===== src/rtl/dmem_portb_arbiter.sv =====
// Two-master round-robin arbiter for data memory port B, with locked bursts,
// a bounded lock duration and a configuration mode that blocks requester 1.
module dmem_portb_arbiter #(
    parameter int unsigned ADDR_W   = 13,
    parameter int unsigned LOCK_MAX = 64
) (
    input  logic              clk,
    input  logic              rst,
    input  logic              conf_sel,
    input  logic              req0,
    input  logic              lock0,
    input  logic [3:0]        we0,
    input  logic [ADDR_W-1:0] addr0,
    input  logic [31:0]       wdata0,
    output logic              gnt0,
    output logic              rvalid0,
    output logic [31:0]       rdata0,
    input  logic              req1,
    input  logic              lock1,
    input  logic [3:0]        we1,
    input  logic [ADDR_W-1:0] addr1,
    input  logic [31:0]       wdata1,
    output logic              gnt1,
    output logic              rvalid1,
    output logic [31:0]       rdata1,
    output logic [3:0]        mem_we,
    output logic [ADDR_W-1:0] mem_addr,
    output logic [31:0]       mem_din,
    output logic              mem_rd,
    input  logic [31:0]       mem_dout
);

    localparam int unsigned CntW = $clog2(LOCK_MAX + 1);

    typedef enum logic [1:0] {StIdle, StOwn0, StOwn1} state_e;

    state_e          state_q, state_d;
    logic            rr_last_q, rr_last_d;
    logic [CntW-1:0] lock_cnt_q, lock_cnt_d;
    logic            rd_pend0_q, rd_pend0_d;
    logic            rd_pend1_q, rd_pend1_d;

    logic elig1;
    logic cnt_limit;

    assign elig1 = req1 & ~conf_sel;
    // Ownership started with a beat in IDLE, so the counter hitting LOCK_MAX-1
    // on its increment marks the LOCK_MAX-th consecutive owned cycle.
    assign cnt_limit = (int'(lock_cnt_q) + 1) >= (int'(LOCK_MAX) - 1);

    // Grant decision from registered state and the live requests
    always_comb begin
        gnt0 = 1'b0;
        gnt1 = 1'b0;
        unique case (state_q)
            StIdle: begin
                if (req0 && elig1) begin
                    if (rr_last_q) gnt0 = 1'b1;
                    else           gnt1 = 1'b1;
                end else begin
                    gnt0 = req0;
                    gnt1 = elig1;
                end
            end
            StOwn0:  gnt0 = req0;
            StOwn1:  gnt1 = elig1;
            default: ;
        endcase
        if (rst) begin
            gnt0 = 1'b0;
            gnt1 = 1'b0;
        end
    end

    // Memory port B drive: winner's beat, zeros when nobody is granted
    always_comb begin
        mem_we   = 4'b0;
        mem_addr = '0;
        mem_din  = 32'b0;
        mem_rd   = 1'b0;
        if (gnt0) begin
            mem_we   = we0;
            mem_addr = addr0;
            mem_din  = wdata0;
            mem_rd   = (we0 == 4'b0);
        end else if (gnt1) begin
            mem_we   = we1;
            mem_addr = addr1;
            mem_din  = wdata1;
            mem_rd   = (we1 == 4'b0);
        end
    end

    // Read return one cycle after the granted read beat
    always_comb begin
        rd_pend0_d = gnt0 & (we0 == 4'b0);
        rd_pend1_d = gnt1 & (we1 == 4'b0);
        rvalid0    = rd_pend0_q;
        rvalid1    = rd_pend1_q;
        rdata0     = rd_pend0_q ? mem_dout : 32'b0;
        rdata1     = rd_pend1_q ? mem_dout : 32'b0;
    end

    // Lock state machine, round-robin pointer and lock duration counter
    always_comb begin
        state_d    = state_q;
        rr_last_d  = rr_last_q;
        lock_cnt_d = lock_cnt_q;
        if (gnt0)      rr_last_d = 1'b0;
        else if (gnt1) rr_last_d = 1'b1;
        unique case (state_q)
            StIdle: begin
                if (gnt0 && lock0) begin
                    state_d    = StOwn0;
                    lock_cnt_d = '0;
                end else if (gnt1 && lock1) begin
                    state_d    = StOwn1;
                    lock_cnt_d = '0;
                end
            end
            StOwn0: begin
                lock_cnt_d = lock_cnt_q + CntW'(1);
                if (cnt_limit) begin
                    // Forced release: the other requester wins the next tie
                    state_d    = StIdle;
                    rr_last_d  = 1'b0;
                    lock_cnt_d = '0;
                end else if ((gnt0 && !lock0) || (!req0 && !lock0)) begin
                    state_d    = StIdle;
                    lock_cnt_d = '0;
                end
            end
            StOwn1: begin
                lock_cnt_d = lock_cnt_q + CntW'(1);
                if (cnt_limit) begin
                    state_d    = StIdle;
                    rr_last_d  = 1'b1;
                    lock_cnt_d = '0;
                end else if ((gnt1 && !lock1) || (!req1 && !lock1) || conf_sel) begin
                    state_d    = StIdle;
                    lock_cnt_d = '0;
                end
            end
            default: begin
                state_d    = StIdle;
                lock_cnt_d = '0;
            end
        endcase
    end

    // State registers; reset drops any in-flight read
    always_ff @(posedge clk or posedge rst) begin
        if (rst) begin
            state_q    <= StIdle;
            rr_last_q  <= 1'b1;
            lock_cnt_q <= '0;
            rd_pend0_q <= 1'b0;
            rd_pend1_q <= 1'b0;
        end else begin
            state_q    <= state_d;
            rr_last_q  <= rr_last_d;
            lock_cnt_q <= lock_cnt_d;
            rd_pend0_q <= rd_pend0_d;
            rd_pend1_q <= rd_pend1_d;
        end
    end

endmodule


===== config.mk =====
export PLATFORM = sky130hd
export DESIGN_NAME = dmem_portb_arbiter
export DESIGN_NICKNAME = d
export VERILOG_FILES = /design/src/rtl/dmem_portb_arbiter.sv
export SDC_FILE = /design/constraint.sdc
export NUM_CORES = 1
export LEC_CHECK = 0
export CAP_MARGIN = 10
export CORE_ASPECT_RATIO = 1.25
export CORE_MARGIN = 5
export CORE_UTILIZATION = 23
export CTS_CLUSTER_SIZE = 14
export DETAILED_ROUTE_END_ITERATION = 12
export PLACE_DENSITY = 0.8
export SETUP_SLACK_MARGIN = 0.3
export SYNTH_ARGS = -nofsm -noshare
export SYNTH_HDL_FRONTEND = slang
export SYNTH_SLANG_ARGS = --single-unit

===== constraint.sdc =====
create_clock -name clk -period 2.2 [get_ports clk]
set_clock_uncertainty 0.1 [all_clocks]
set_input_delay 0.55 -clock clk [delete_from_list [all_inputs] [get_ports clk]]
set_output_delay 0.55 -clock clk [all_outputs]
set_load 0.01 [all_outputs]

==> results.md, run 1 <==
| Metric | This run |
|---|---|
| Fin Hold WS | 0.4524 ns |
| Count of clock tree sinks | 12 |
| Syn Nets | 367 |
| Setup TNS | -30.56 ns |
| Post-synth EDFFs | 0 |
| Type of destination of the critical path | output pin |
| Post-route insts no fill | 653 |
| Average size of a mapped cell | 8.225 sq um |
| Max Fanout on Critical Path | 7 |
| # hold bufs at CTS | 0 |
| Fraction of layout instances using a drive strength above 1 | 55.56% |
| Total number of vias | 3251 |
| Delay of the slowest critical-path stage | 0.37 ns |
| Async set or reset register ratio after synthesis | 100.0% |
| Hold-critical path endpoint | lock_cnt_q[6] |
| Setup repair after global routing missed its margin | yes |
| Via density per instance | 4.979 |
| Worst path buffer plus inverter count | 9 |
| CTS tree | built |
| Largest net degree at the start of global routing | 17 |
| WL/cell | 21.96 um |
| Critical path startpoint category | register |
| Cell depth of the worst flop-to-flop path | 14 |
| FF+latch area | 304.0 sq um |
| Remaining global-route overflow | 0 |
| Worst slew pin tran | 0.5012 ns |
| Maximum clock path buffer count | 2 |
| Number of DRC violations after detailed-routing iteration 0 | 126 |
| Multi-input gate area | 1712 sq um |
| Max transition margin | 66.55% |
| Hold WC Path Type | reg2reg |
| Total inserted antenna cells | 0 |
| Launch instance of the worst min-delay path | lock_cnt_q[6] |
| H-Tree Level Count | 1 |
| Vias in the first global route | 3341 |
| Total instance count after detailed placement | 587 |
| Number of design rule violations left after detail routing | 0 |
| Synth unique cells | 42 |
| Global-route wire length before repair | 19.20 mm |
| Startpoint of the most critical register-to-register path | state_q[0] |
| Antenna violations before repair | 3 |
| Number of CTS-inserted buffers | 3 |
| Filler cell count in the final layout | 570 |
| Detailed placement HPWL | 9.335 mm |
| Source-to-sink clock delay at the later pin of the worst-skew pair | 0.25 ns |
| Final Routed Wirelength | 14.34 mm |
| PortBufs | 254 |
| Final hold viol count | 0 |
| CP max-delay cell | sky130_fd_sc_hd__dfrtp_1 |
| Worst setup margin | -0.7036 ns |
| Failing checks | setup timing |
| Root Buffer | sky130_fd_sc_hd__clkbuf_8 |
| Ports | 255 |
| Number of cells on the worst hold path | 1 |
| Time the worst path needs with I/O delays and setup | 2.904 ns |
| Post-synth top flop | sky130_fd_sc_hd__dfrtp_1 |
| Maxcap violations | 0 |
| Setup-failing EPs final | 52 |
| Leakage power of the design | 2.803 nW |
| Worst vdd rail ir drop | 0.0005921 V |
| Summed instance area of the synthesized netlist | 1851 sq um |
| Total of warnings raised by yosys | 0 |
| Cell family with most CP delay | buffers and inverters |
| Final Cycle Share | 132.0% |
| Worst reg2reg endpoint | state_q[1] |
| Total Nets Final | 701 |
| Pwr per Cell Area | 517.8 nW/um^2 |
| Number of placement rows | 36 |
| Initial Utilization | 23.61% |
| Final number of max-transition violations | 0 |
| Critical setup path kind | reg2out |
| Global-route total usage across every layer | 24.52% |
| Data required time at the worst endpoint | 1.55 ns |
| Seq/Total Area, Yosys | 16.29% |
| Number of detailed-routing iterations run before antenna repair | 4 |
| Post-synthesis to final-layout area growth | 215.0% |
| Clock Pin Slew Worst Setup and Hold Paths | 0.06 ns |
| Outcome | complete, but fails checks |
| CP Cell Sequence | inv_2, buf_6, ha_4, buf_6, o21ai_4, a21oi_4, buf_6, buf_6, buf_12, buf_12, buf_16, a22o_1, buf_2 |
| Final weighted congestion of routability-driven global placement | 0.9182 |
| Flop-to-flop setup slack | 0.04 ns |
| Synthesized instance count | 225 |
| Die Y-Extent | 110.3 um |
| Cell seen most often among critical-path stages | sky130_fd_sc_hd__buf_6 |
| Core region area | 7838 sq um |
| Flop and latch count out of synthesis | 12 |
| Worst EP arrival | 2.25 ns |
| Horizontal extent of the die | 90.23 um |
| F_max | 344.4 MHz |
| Total die area | 9951 sq um |
| Detail Route Antenna Nets | 0 |
-- cells in the mapped netlist (2+ instances only) --
| cell type | count | share of area [%] |
|---|---|---|
| sky130_fd_sc_hd__nand2_1 | 7 | 1.4 |
| sky130_fd_sc_hd__buf_6 | 12 | 7.3 |
| sky130_fd_sc_hd__ha_1 | 5 | 3.4 |
| sky130_fd_sc_hd__nand3_1 | 4 | 1.1 |
| sky130_fd_sc_hd__a22o_1 | 49 | 23 |
| sky130_fd_sc_hd__nor4_1 | 2 | 0.68 |
| sky130_fd_sc_hd__and3_1 | 2 | 0.68 |
| sky130_fd_sc_hd__nand3b_1 | 2 | 0.81 |
| sky130_fd_sc_hd__dfrtp_1 | 11 | 15 |
| sky130_fd_sc_hd__o22ai_1 | 4 | 1.4 |
| sky130_fd_sc_hd__a31oi_1 | 4 | 1.4 |
| sky130_fd_sc_hd__clkbuf_1 | 6 | 1.2 |
| sky130_fd_sc_hd__inv_1 | 12 | 2.4 |
| sky130_fd_sc_hd__o32ai_1 | 2 | 0.95 |
| sky130_fd_sc_hd__and2_1 | 69 | 23 |
| sky130_fd_sc_hd__buf_2 | 2 | 0.54 |
| sky130_fd_sc_hd__a21oi_1 | 7 | 1.9 |
-- routing by layer --
| layer | routed length (um) | track usage (%) |
|---|---|---|
| met1 | 4966 | 25.82 |
| met3 | 1336 | 10.66 |
| met4 | 291 | 4.149 |
| met2 | 7708 | 46.03 |
| met5 | 39 | 0 |
-- worst max path at each step --
| stage | startpoint | slack [ns] | cells past startpoint | to |
|---|---|---|---|---|
| floorplan | conf_sel | -0.14 | 6 | mem_addr[0] |
| global placement | req1 | -1.47 | 7 | mem_rd |
| detailed placement | req1 | -1.51 | 7 | mem_rd |
| CTS | conf_sel | -0.74 | 12 | mem_addr[9] |
| global route | state_q[0] | -0.80 | 13 | mem_din[31] |
| finish | state_q[0] | -0.70 | 13 | mem_addr[9] |
-- kinds of logic after synthesis --
logic type,share of synthesized area [%]
AO/OA/AOI/OAI,34.96
XOR/XNOR,0.9468
adder cells (fa/ha/maj),3.381
buffers and inverters,11.49
flip-flops,16.29
AND/OR/NAND/NOR,32.93
-- through the flow --
step | area [sq um] | util, % | total power [mW] | worst slack, ns
3_3_place_gp | 4639 | 59.20 | 1.857 | -1.469
6_report | 5829 | 74.38 | 3.018 | -0.7036
4_1_cts | 5180 | 66.09 | 2.560 | -0.7429
2_1_floorplan | 1856 | - | 1.095 | -0.1419
3_5_place_dp | 4639 | 59.20 | 1.881 | -1.508
5_1_grt | 5829 | 74.38 | 3.153 | -0.7969
-- sequential cells by signal, indices dropped and copies added (netlist names) --
register and cells:
lock_cnt_q 7, rvalid0 1, rr_last_q 1, state_q 2, rvalid1 1
-- power by group --
group / internal [mW] / switching [mW]
registers: 0.257 / 0.0261
logic: 1.43 / 1.09
clock network: 0.128 / 0.0851
-- cell usage in the layout (no fill, tap or decap), types with 4 or more instances in the layout --
| master | instances |
|---|---|
| sky130_fd_sc_hd__inv_1 | 8 |
| sky130_fd_sc_hd__buf_6 | 92 |
| sky130_fd_sc_hd__buf_2 | 52 |
| sky130_fd_sc_hd__a21oi_1 | 4 |
| sky130_fd_sc_hd__dfrtp_1 | 9 |
| sky130_fd_sc_hd__nand2_1 | 6 |
| sky130_fd_sc_hd__buf_12 | 13 |
| sky130_fd_sc_hd__and2_1 | 14 |
| sky130_fd_sc_hd__buf_4 | 36 |
| sky130_fd_sc_hd__nor2b_4 | 4 |
| sky130_fd_sc_hd__clkdlybuf4s50_1 | 100 |
| sky130_fd_sc_hd__and2_4 | 55 |
| sky130_fd_sc_hd__a22o_1 | 49 |
| sky130_fd_sc_hd__dlygate4sd2_1 | 29 |
| sky130_fd_sc_hd__buf_16 | 12 |
| sky130_fd_sc_hd__ha_4 | 4 |
| sky130_fd_sc_hd__dlymetal6s2s_1 | 4 |
-- repair_timing --
item / CTS / global route
buffers inserted: 32 / 12
pin swaps: 46 / 35
endpoints found under the setup margin: 129 / 121
endpoints found under the hold margin: 0 / 0
gates cloned: 15 / 3
gates resized for setup: 618 / 112
-- layout make-up --
| cell class | instances | area share [%] |
|---|---|---|
| Clock buffer | 4 | 0.7727 |
| Tap cell | 95 | 2.039 |
| Sequential cell | 12 | 5.216 |
| Multi-Input combinational cell | 184 | 29.36 |
| Timing Repair Buffer | 346 | 61.79 |
| Inverter | 12 | 0.8156 |
Note: power is estimated with default switching activity, not from simulation.
==> run 2, diff against run 1 <==
--- a/config.mk
+++ b/config.mk
@@ -8,6 +8,7 @@
 export CAP_MARGIN = 10
 export CORE_ASPECT_RATIO = 1.25
-export CORE_MARGIN = 5
+export CORE_MARGIN = 10
 export CORE_UTILIZATION = 23
+export CTS_BUF_LIST = sky130_fd_sc_hd__clkbuf_4
 export CTS_CLUSTER_SIZE = 14
 export DETAILED_ROUTE_END_ITERATION = 12
==> constraint.sdc (replaced) <==
create_clock -name clk -period 2.2 [get_ports clk]
set_clock_uncertainty 0.1 [all_clocks]
set_input_delay 0.33 -clock clk [delete_from_list [all_inputs] [get_ports clk]]
set_output_delay 0.33 -clock clk [all_outputs]
set_load 0.01 [all_outputs]
==> results.md, run 2 (synthesis results as in run 1) <==
| Metric | This run |
|---|---|
| Outcome | complete, but fails checks |
| Failing checks | setup timing |
| Worst EP arrival | 2.21 ns |
| Total number of vias | 3132 |
| WL/cell | 23.78 um |
| Multi-input gate area | 1598 sq um |
| Antenna violations before repair | 0 |
| Horizontal extent of the die | 100.2 um |
| Pwr per Cell Area | 543.2 nW/um^2 |
| Number of DRC violations after detailed-routing iteration 0 | 120 |
| Initial Utilization | 23.61% |
| Type of destination of the critical path | output pin |
| Total cell area at the placement stage | 4599 sq um |
| CTS tree | built |
| F_max | 379.3 MHz |
| Remaining global-route overflow | 0 |
| Worst setup margin | -0.4366 ns |
| Switching Power | 1.159 mW |
| Leading cell type in the layout, fill and taps excluded | sky130_fd_sc_hd__clkdlybuf4s50_1 |
| Hold WC Path Type | in2async |
| Die Y-Extent | 120.3 um |
| Source-to-sink clock delay at the later pin of the worst-skew pair | 0.28 ns |
| Setup repair after global routing missed its margin | yes |
| Worst vdd rail ir drop | 0.0004682 V |
| Root Buffer | sky130_fd_sc_hd__clkbuf_4 |
| Final weighted congestion of routability-driven global placement | 0.8612 |
| Number of CTS-inserted buffers | 3 |
| Via density per instance | 4.995 |
| Finished layout cell area | 5216 sq um |
| Number of placement rows | 36 |
| Global-route wire length before repair | 20.63 mm |
| Clock Power Share | 5.6% |
| Maxcap violations | 0 |
| Setup TNS | -19.54 ns |
| Post-synthesis to final-layout area growth | 181.9% |
| Switching part of the total | 40.89% |
| Detail Route Antenna Nets | 0 |
| Cell family with most CP delay | compound AO/OA/AOI/OAI gates |
| Top library cells by usage in the layout, fill and taps aside | sky130_fd_sc_hd__clkdlybuf4s50_1, sky130_fd_sc_hd__and2_1, sky130_fd_sc_hd__a22o_1, sky130_fd_sc_hd__dlygate4sd2_1, sky130_fd_sc_hd__buf_4 |
| Delay of the slowest critical-path stage | 0.40 ns |
| Total die area | 12060 sq um |
| # hold bufs at CTS | 0 |
| Count of clock tree sinks | 12 |
| Critical path startpoint category | register |
| Worst path buffer plus inverter count | 4 |
| H-Tree Level Count | 1 |
| Final hold viol count | 0 |
| CP max-delay cell | sky130_fd_sc_hd__or3b_4 |
| Filler cell count in the final layout | 642 |
| CP Depth | 9 |
| Critical setup path kind | reg2out |
| Total Nets Final | 675 |
| Register bank with the most flops | lock_cnt_q |
| Sequential Power Share | 9.9% |
| Cell depth of the worst flop-to-flop path | 11 |
| Setup-failing EPs final | 50 |
| Clock Pin Slew Worst Setup and Hold Paths | 0.08 ns |
| Data required time at the worst endpoint | 1.77 ns |
| Final number of max-transition violations | 0 |
| Number of detailed-routing iterations run before antenna repair | 4 |
| Global-route total usage across every layer | 21.73% |
| Power share of the combinational group | 84.4% |
| Max Fanout on Critical Path | 5 |
| Number of flip-flops in the largest register | 7 |
| Core region area | 7838 sq um |
| Fraction of layout instances using a drive strength above 1 | 32.89% |
| Time the worst path needs with I/O delays and setup | 2.637 ns |
| Ports | 255 |
| Largest net degree at the start of global routing | 18 |
| Worst slew pin tran | 0.4839 ns |
| FF+latch area | 302.8 sq um |
| Detailed placement HPWL | 10.95 mm |
| Final Routed Wirelength | 14.91 mm |
| Fin Hold WS | 0.2366 ns |
| Number of design rule violations left after detail routing | 0 |
| PortBufs | 254 |
| Total inserted antenna cells | 0 |
| Vias in the first global route | 3228 |
| Final Cycle Share | 119.8% |
| Max transition margin | 67.71% |
| Internal power | 1.675 mW |
| Registers with the highest flip-flop counts | lock_cnt_q (7), state_q (2) |
| Maximum clock path buffer count | 2 |
| Leakage power of the design | 2.543 nW |
| CP Cell Sequence | or3b_4, a21oi_4, o21ai_4, a21oi_4, buf_6, buf_6, clkbuf_16, a22o_1, buf_2 |
## run 2: cell types whose count changed in the layout (fill, tap and decap cells not counted), moves of 8 or more
cell / delta
sky130_fd_sc_hd__buf_16: -8
sky130_fd_sc_hd__and2_4: -54
sky130_fd_sc_hd__dlygate4sd2_1: +18
sky130_fd_sc_hd__clkdlybuf4s50_1: +34
sky130_fd_sc_hd__buf_2: -17
sky130_fd_sc_hd__and2_1: +54
sky130_fd_sc_hd__buf_6: -54
## run 2: per-stage QoR
step / std cells / total power, mW / util, % / worst slack (ns)
floorplan: 225 / 1.091 / - / 0.2655
global placement: 585 / 1.886 / 58.68 / -1.011
detailed placement: 585 / 1.918 / 58.68 / -1.070
CTS: 616 / 2.515 / 64.02 / -0.4344
global route: 627 / 2.958 / 66.55 / -0.4603
finish: 627 / 2.834 / 66.55 / -0.4366
## run 2: metal layers
metal  GRT usage, %  up-vias  share of wire, %
li1               -     1445                 -
met1          22.10     1485                35
met2          40.70      172                52
met3          8.376       30                10
met4          4.248        0               2.7
met5              0        -                 0
## run 2: worst paths after layout
kind	to	startpoint	slack, ns
max	mem_addr[12]	rr_last_q	-0.44
min reg2reg	lock_cnt_q[6]	lock_cnt_q[6]	0.45
max reg2reg	lock_cnt_q[5]	state_q[0]	0.16
min	lock_cnt_q[3]	rst	0.24
min in group clk	lock_cnt_q[6]	lock_cnt_q[6]	0.45
max in group asynchronous	rvalid0	rst	1.39
## run 2: power by group through the flow
stage | Sequential (mW) | Combinational [mW] | Clock, mW
after global placement | 0.276 | 1.61 | 0
after detailed placement | 0.277 | 1.64 | 0
after floorplan | 0.280 | 0.811 | 0
after CTS | 0.279 | 2.08 | 0.157
after global routing | 0.284 | 2.51 | 0.167
final | 0.282 | 2.39 | 0.160
## run 2: cell type report
| cell class | count | area share (%) |
|---|---|---|
| tap | 95 | 2.279 |
| multi-input combinational | 184 | 30.63 |
| clock buffer | 4 | 0.5757 |
| timing repair buffer | 320 | 59.80 |
| inverter | 12 | 0.9115 |
| sequential | 12 | 5.805 |
## run 2: what timing repair did
item | 4_1_cts | 5_1_grt
gates resized for setup | 371 | 46
endpoints found under the setup margin | 128 | 80
buffers inserted | 18 | 9
gates cloned | 9 | 2
pin swaps | 21 | 18
## run 2: tightest hold or removal path, cell delays in order
cell and delay, ns:
sky130_fd_sc_hd__dlygate4sd2_1 0.25, sky130_fd_sc_hd__buf_6 0.13, sky130_fd_sc_hd__inv_1 0.36
==> run 3, diff against run 2 <==
CAP_MARGIN = 20   (was 10)
CORE_AREA = 5 5 96 98   (was default)
CORE_ASPECT_RATIO = default   (was 1.25)
CORE_MARGIN = default   (was 10)
CORE_UTILIZATION = default   (was 23)
DIE_AREA = 0 0 101 103   (was default)
DONT_BUFFER_PORTS = 1   (was default)
PLACE_DENSITY = default   (was 0.8)
==> results.md, run 3 (synthesis results as in run 1) <==
| Metric | This run |
|---|---|
| Number of flip-flops in the largest register | 7 |
| Initial Utilization | 22.08% |
| Delay of the slowest critical-path stage | 0.40 ns |
| Largest net degree at the start of global routing | 34 |
| Maxcap violations | 0 |
| Worst EP arrival | 2.03 ns |
| Total die area | 10400 sq um |
| Register bank with the most flops | lock_cnt_q |
| Post-synthesis to final-layout area growth | 59.43% |
| Final weighted congestion of routability-driven global placement | 0.8063 |
| Pwr per Cell Area | 765.0 nW/um^2 |
| Detailed placement HPWL | 6.691 mm |
| Ports | 255 |
| Switching Power | 0.9493 mW |
| Post-placement setup slack | 0.01548 ns |
| Data required time at the worst endpoint | 1.77 ns |
| F_max | 406.9 MHz |
| H-Tree Level Count | 1 |
| Total instance count after detailed placement | 330 |
| Power share of the combinational group | 80.8% |
| Clock Power Share | 6.9% |
| Number of placement rows | 34 |
| Fin Hold WS | 0.1123 ns |
| WL/cell | 26.14 um |
| Count of clock tree sinks | 12 |
| Hold WC Path Type | in2reg |
| Max Fanout on Critical Path | 13 |
| Sequential Power Share | 12.4% |
| Post-route core utilization | 35.20% |
| Via density per instance | 5.587 |
| Critical path startpoint category | register |
| Setup-failing EPs final | 50 |
| Global-route total usage across every layer | 14.50% |
| Total Nets Final | 401 |
| CTS tree | built |
| Flop-to-flop setup slack | 0.29 ns |
| Final number of max-transition violations | 0 |
| Critical setup path kind | reg2out |
| CP max-delay cell | sky130_fd_sc_hd__dfrtp_1 |
| Worst path buffer plus inverter count | 5 |
| Failing checks | setup timing |
| Source-to-sink clock delay at the later pin of the worst-skew pair | 0.28 ns |
| Final hold viol count | 0 |
| Worst slew pin tran | 0.4977 ns |
| Leakage power of the design | 1.319 nW |
| CP Cell Sequence | inv_2, ha_4, o21ai_0, buf_4, a21oi_4, buf_6, buf_12, buf_4, a22o_4 |
| Time the worst path needs with I/O delays and setup | 2.457 ns |
| Setup repair after global routing missed its margin | yes |
| Internal power | 1.308 mW |
| Core region area | 8381 sq um |
| Total number of vias | 2045 |
| Number of DRC violations after detailed-routing iteration 0 | 60 |
| Leading cell type in the layout, fill and taps excluded | sky130_fd_sc_hd__and2_1 |
| Number of CTS-inserted buffers | 3 |
| Startpoint of the most critical register-to-register path | state_q[0] |
| PortBufs | 0 |
| Number of cells on the worst hold path | 2 |
| Remaining global-route overflow | 0 |
| Number of design rule violations left after detail routing | 0 |
| Type of destination of the critical path | output pin |
| Die Y-Extent | 103 um |
| Fraction of layout instances using a drive strength above 1 | 47.29% |
| Global-route wire length before repair | 11.46 mm |
| Detail Route Antenna Nets | 0 |
| Switching part of the total | 42.06% |
| Outcome | complete, but fails checks |
| Total power consumption of the routed design | 2.257 mW |
| Final Cycle Share | 111.7% |
| Cell seen most often among critical-path stages | sky130_fd_sc_hd__buf_4 |
| Maximum clock path buffer count | 2 |
| Worst vdd rail ir drop | 0.0006820 V |
| Hold-critical path endpoint | state_q[1] |
| Top library cells by usage in the layout, fill and taps aside | sky130_fd_sc_hd__and2_1, sky130_fd_sc_hd__a22o_4, sky130_fd_sc_hd__buf_4, sky130_fd_sc_hd__a22o_1, sky130_fd_sc_hd__dfrtp_1 |
| Antenna violations before repair | 0 |
| Post-route insts no fill | 366 |
| Registers with the highest flip-flop counts | lock_cnt_q (7), state_q (2) |
| Final Routed Wirelength | 9.567 mm |
| Worst setup margin | -0.2575 ns |
| Finished layout cell area | 2950 sq um |
| Cell depth of the worst flop-to-flop path | 8 |
| Total cell area at the placement stage | 1993 sq um |
| Number of detailed-routing iterations run before antenna repair | 4 |
| Launch instance of the worst min-delay path | lock1 |
| Horizontal extent of the die | 101 um |
| Cell family with most CP delay | buffers and inverters |
| Vias in the first global route | 1940 |
| Setup TNS | -9.340 ns |
| Worst reg2reg endpoint | lock_cnt_q[5] |
| Clock Pin Slew Worst Setup and Hold Paths | 0.09 ns |
| CP Depth | 9 |
| Max transition margin | 66.79% |
| Total inserted antenna cells | 0 |
| Root Buffer | sky130_fd_sc_hd__clkbuf_4 |
[run 3: cell count changes in the layout (fill, tap and decap cells not counted), moves of 13 or more]
cell,delta
sky130_fd_sc_hd__dlygate4sd2_1,-47
sky130_fd_sc_hd__buf_6,-31
sky130_fd_sc_hd__buf_2,-35
sky130_fd_sc_hd__a22o_1,-39
sky130_fd_sc_hd__buf_4,-13
sky130_fd_sc_hd__a22o_4,+39
sky130_fd_sc_hd__clkdlybuf4s50_1,-134
[run 3: timing repair]
item                       in CTS  in global routing
hold buffers                    1                  0
cloned                          7                  2
pin swaps                       7                 17
setup buffers                   4                 18
gates resized for setup        38                 44
setup endpoints to repair      60                 92
hold endpoints to repair       11                  0
[run 3: worst register-to-register path, cell delays in order, from the launching register on]
cell and delay [ns]:
sky130_fd_sc_hd__dfrtp_1 0.40, sky130_fd_sc_hd__inv_2 0.12, sky130_fd_sc_hd__ha_4 0.18, sky130_fd_sc_hd__buf_6 0.10, sky130_fd_sc_hd__inv_4 0.03, sky130_fd_sc_hd__o32ai_4 0.27
sky130_fd_sc_hd__o221a_4 0.27, sky130_fd_sc_hd__nand3b_4 0.12, sky130_fd_sc_hd__o311ai_2 0.22
[run 3: worst max-delay path by stage]
stage / from / end / slack [ns]
6_report: state_q[1] / mem_we[3] / -0.26
5_1_grt: rr_last_q / mem_we[0] / -0.32
4_1_cts: rr_last_q / mem_we[1] / -0.25
3_5_place_dp: rr_last_q / mem_we[1] / 0.02
3_3_place_gp: rr_last_q / mem_we[1] / 0.06
2_1_floorplan: rr_last_q / mem_addr[0] / 0.27
[run 3: power by group through the flow]
stage | clock network, mW | registers [mW] | logic (mW)
finish | 0.155 | 0.279 | 1.82
global route | 0.170 | 0.282 | 1.91
CTS | 0.161 | 0.275 | 1.42
detailed placement | 0 | 0.278 | 1.02
global placement | 0 | 0.276 | 1.01
floorplan | 0 | 0.280 | 0.811
[run 3: area by class of cell]
type / count / area [sq um]
clock buffer: 3 / 22.52
fill: 825 / 5430
timing repair buffer: 49 / 621.8
clock inverter: 1 / 3.754
tap: 108 / 135.1
sequential: 12 / 302.8
multi-input combinational: 181 / 1814
inverter: 12 / 50.05
[run 3: layer usage]
metal  up-vias  GRT usage [%]  part of all wire, %
met1      1026          20.40                   43
met3         4          5.210                   10
met5         -              0                    0
li1        891              -                    -
met2       124          22.33                   47
met4         0         0.9202                 0.24
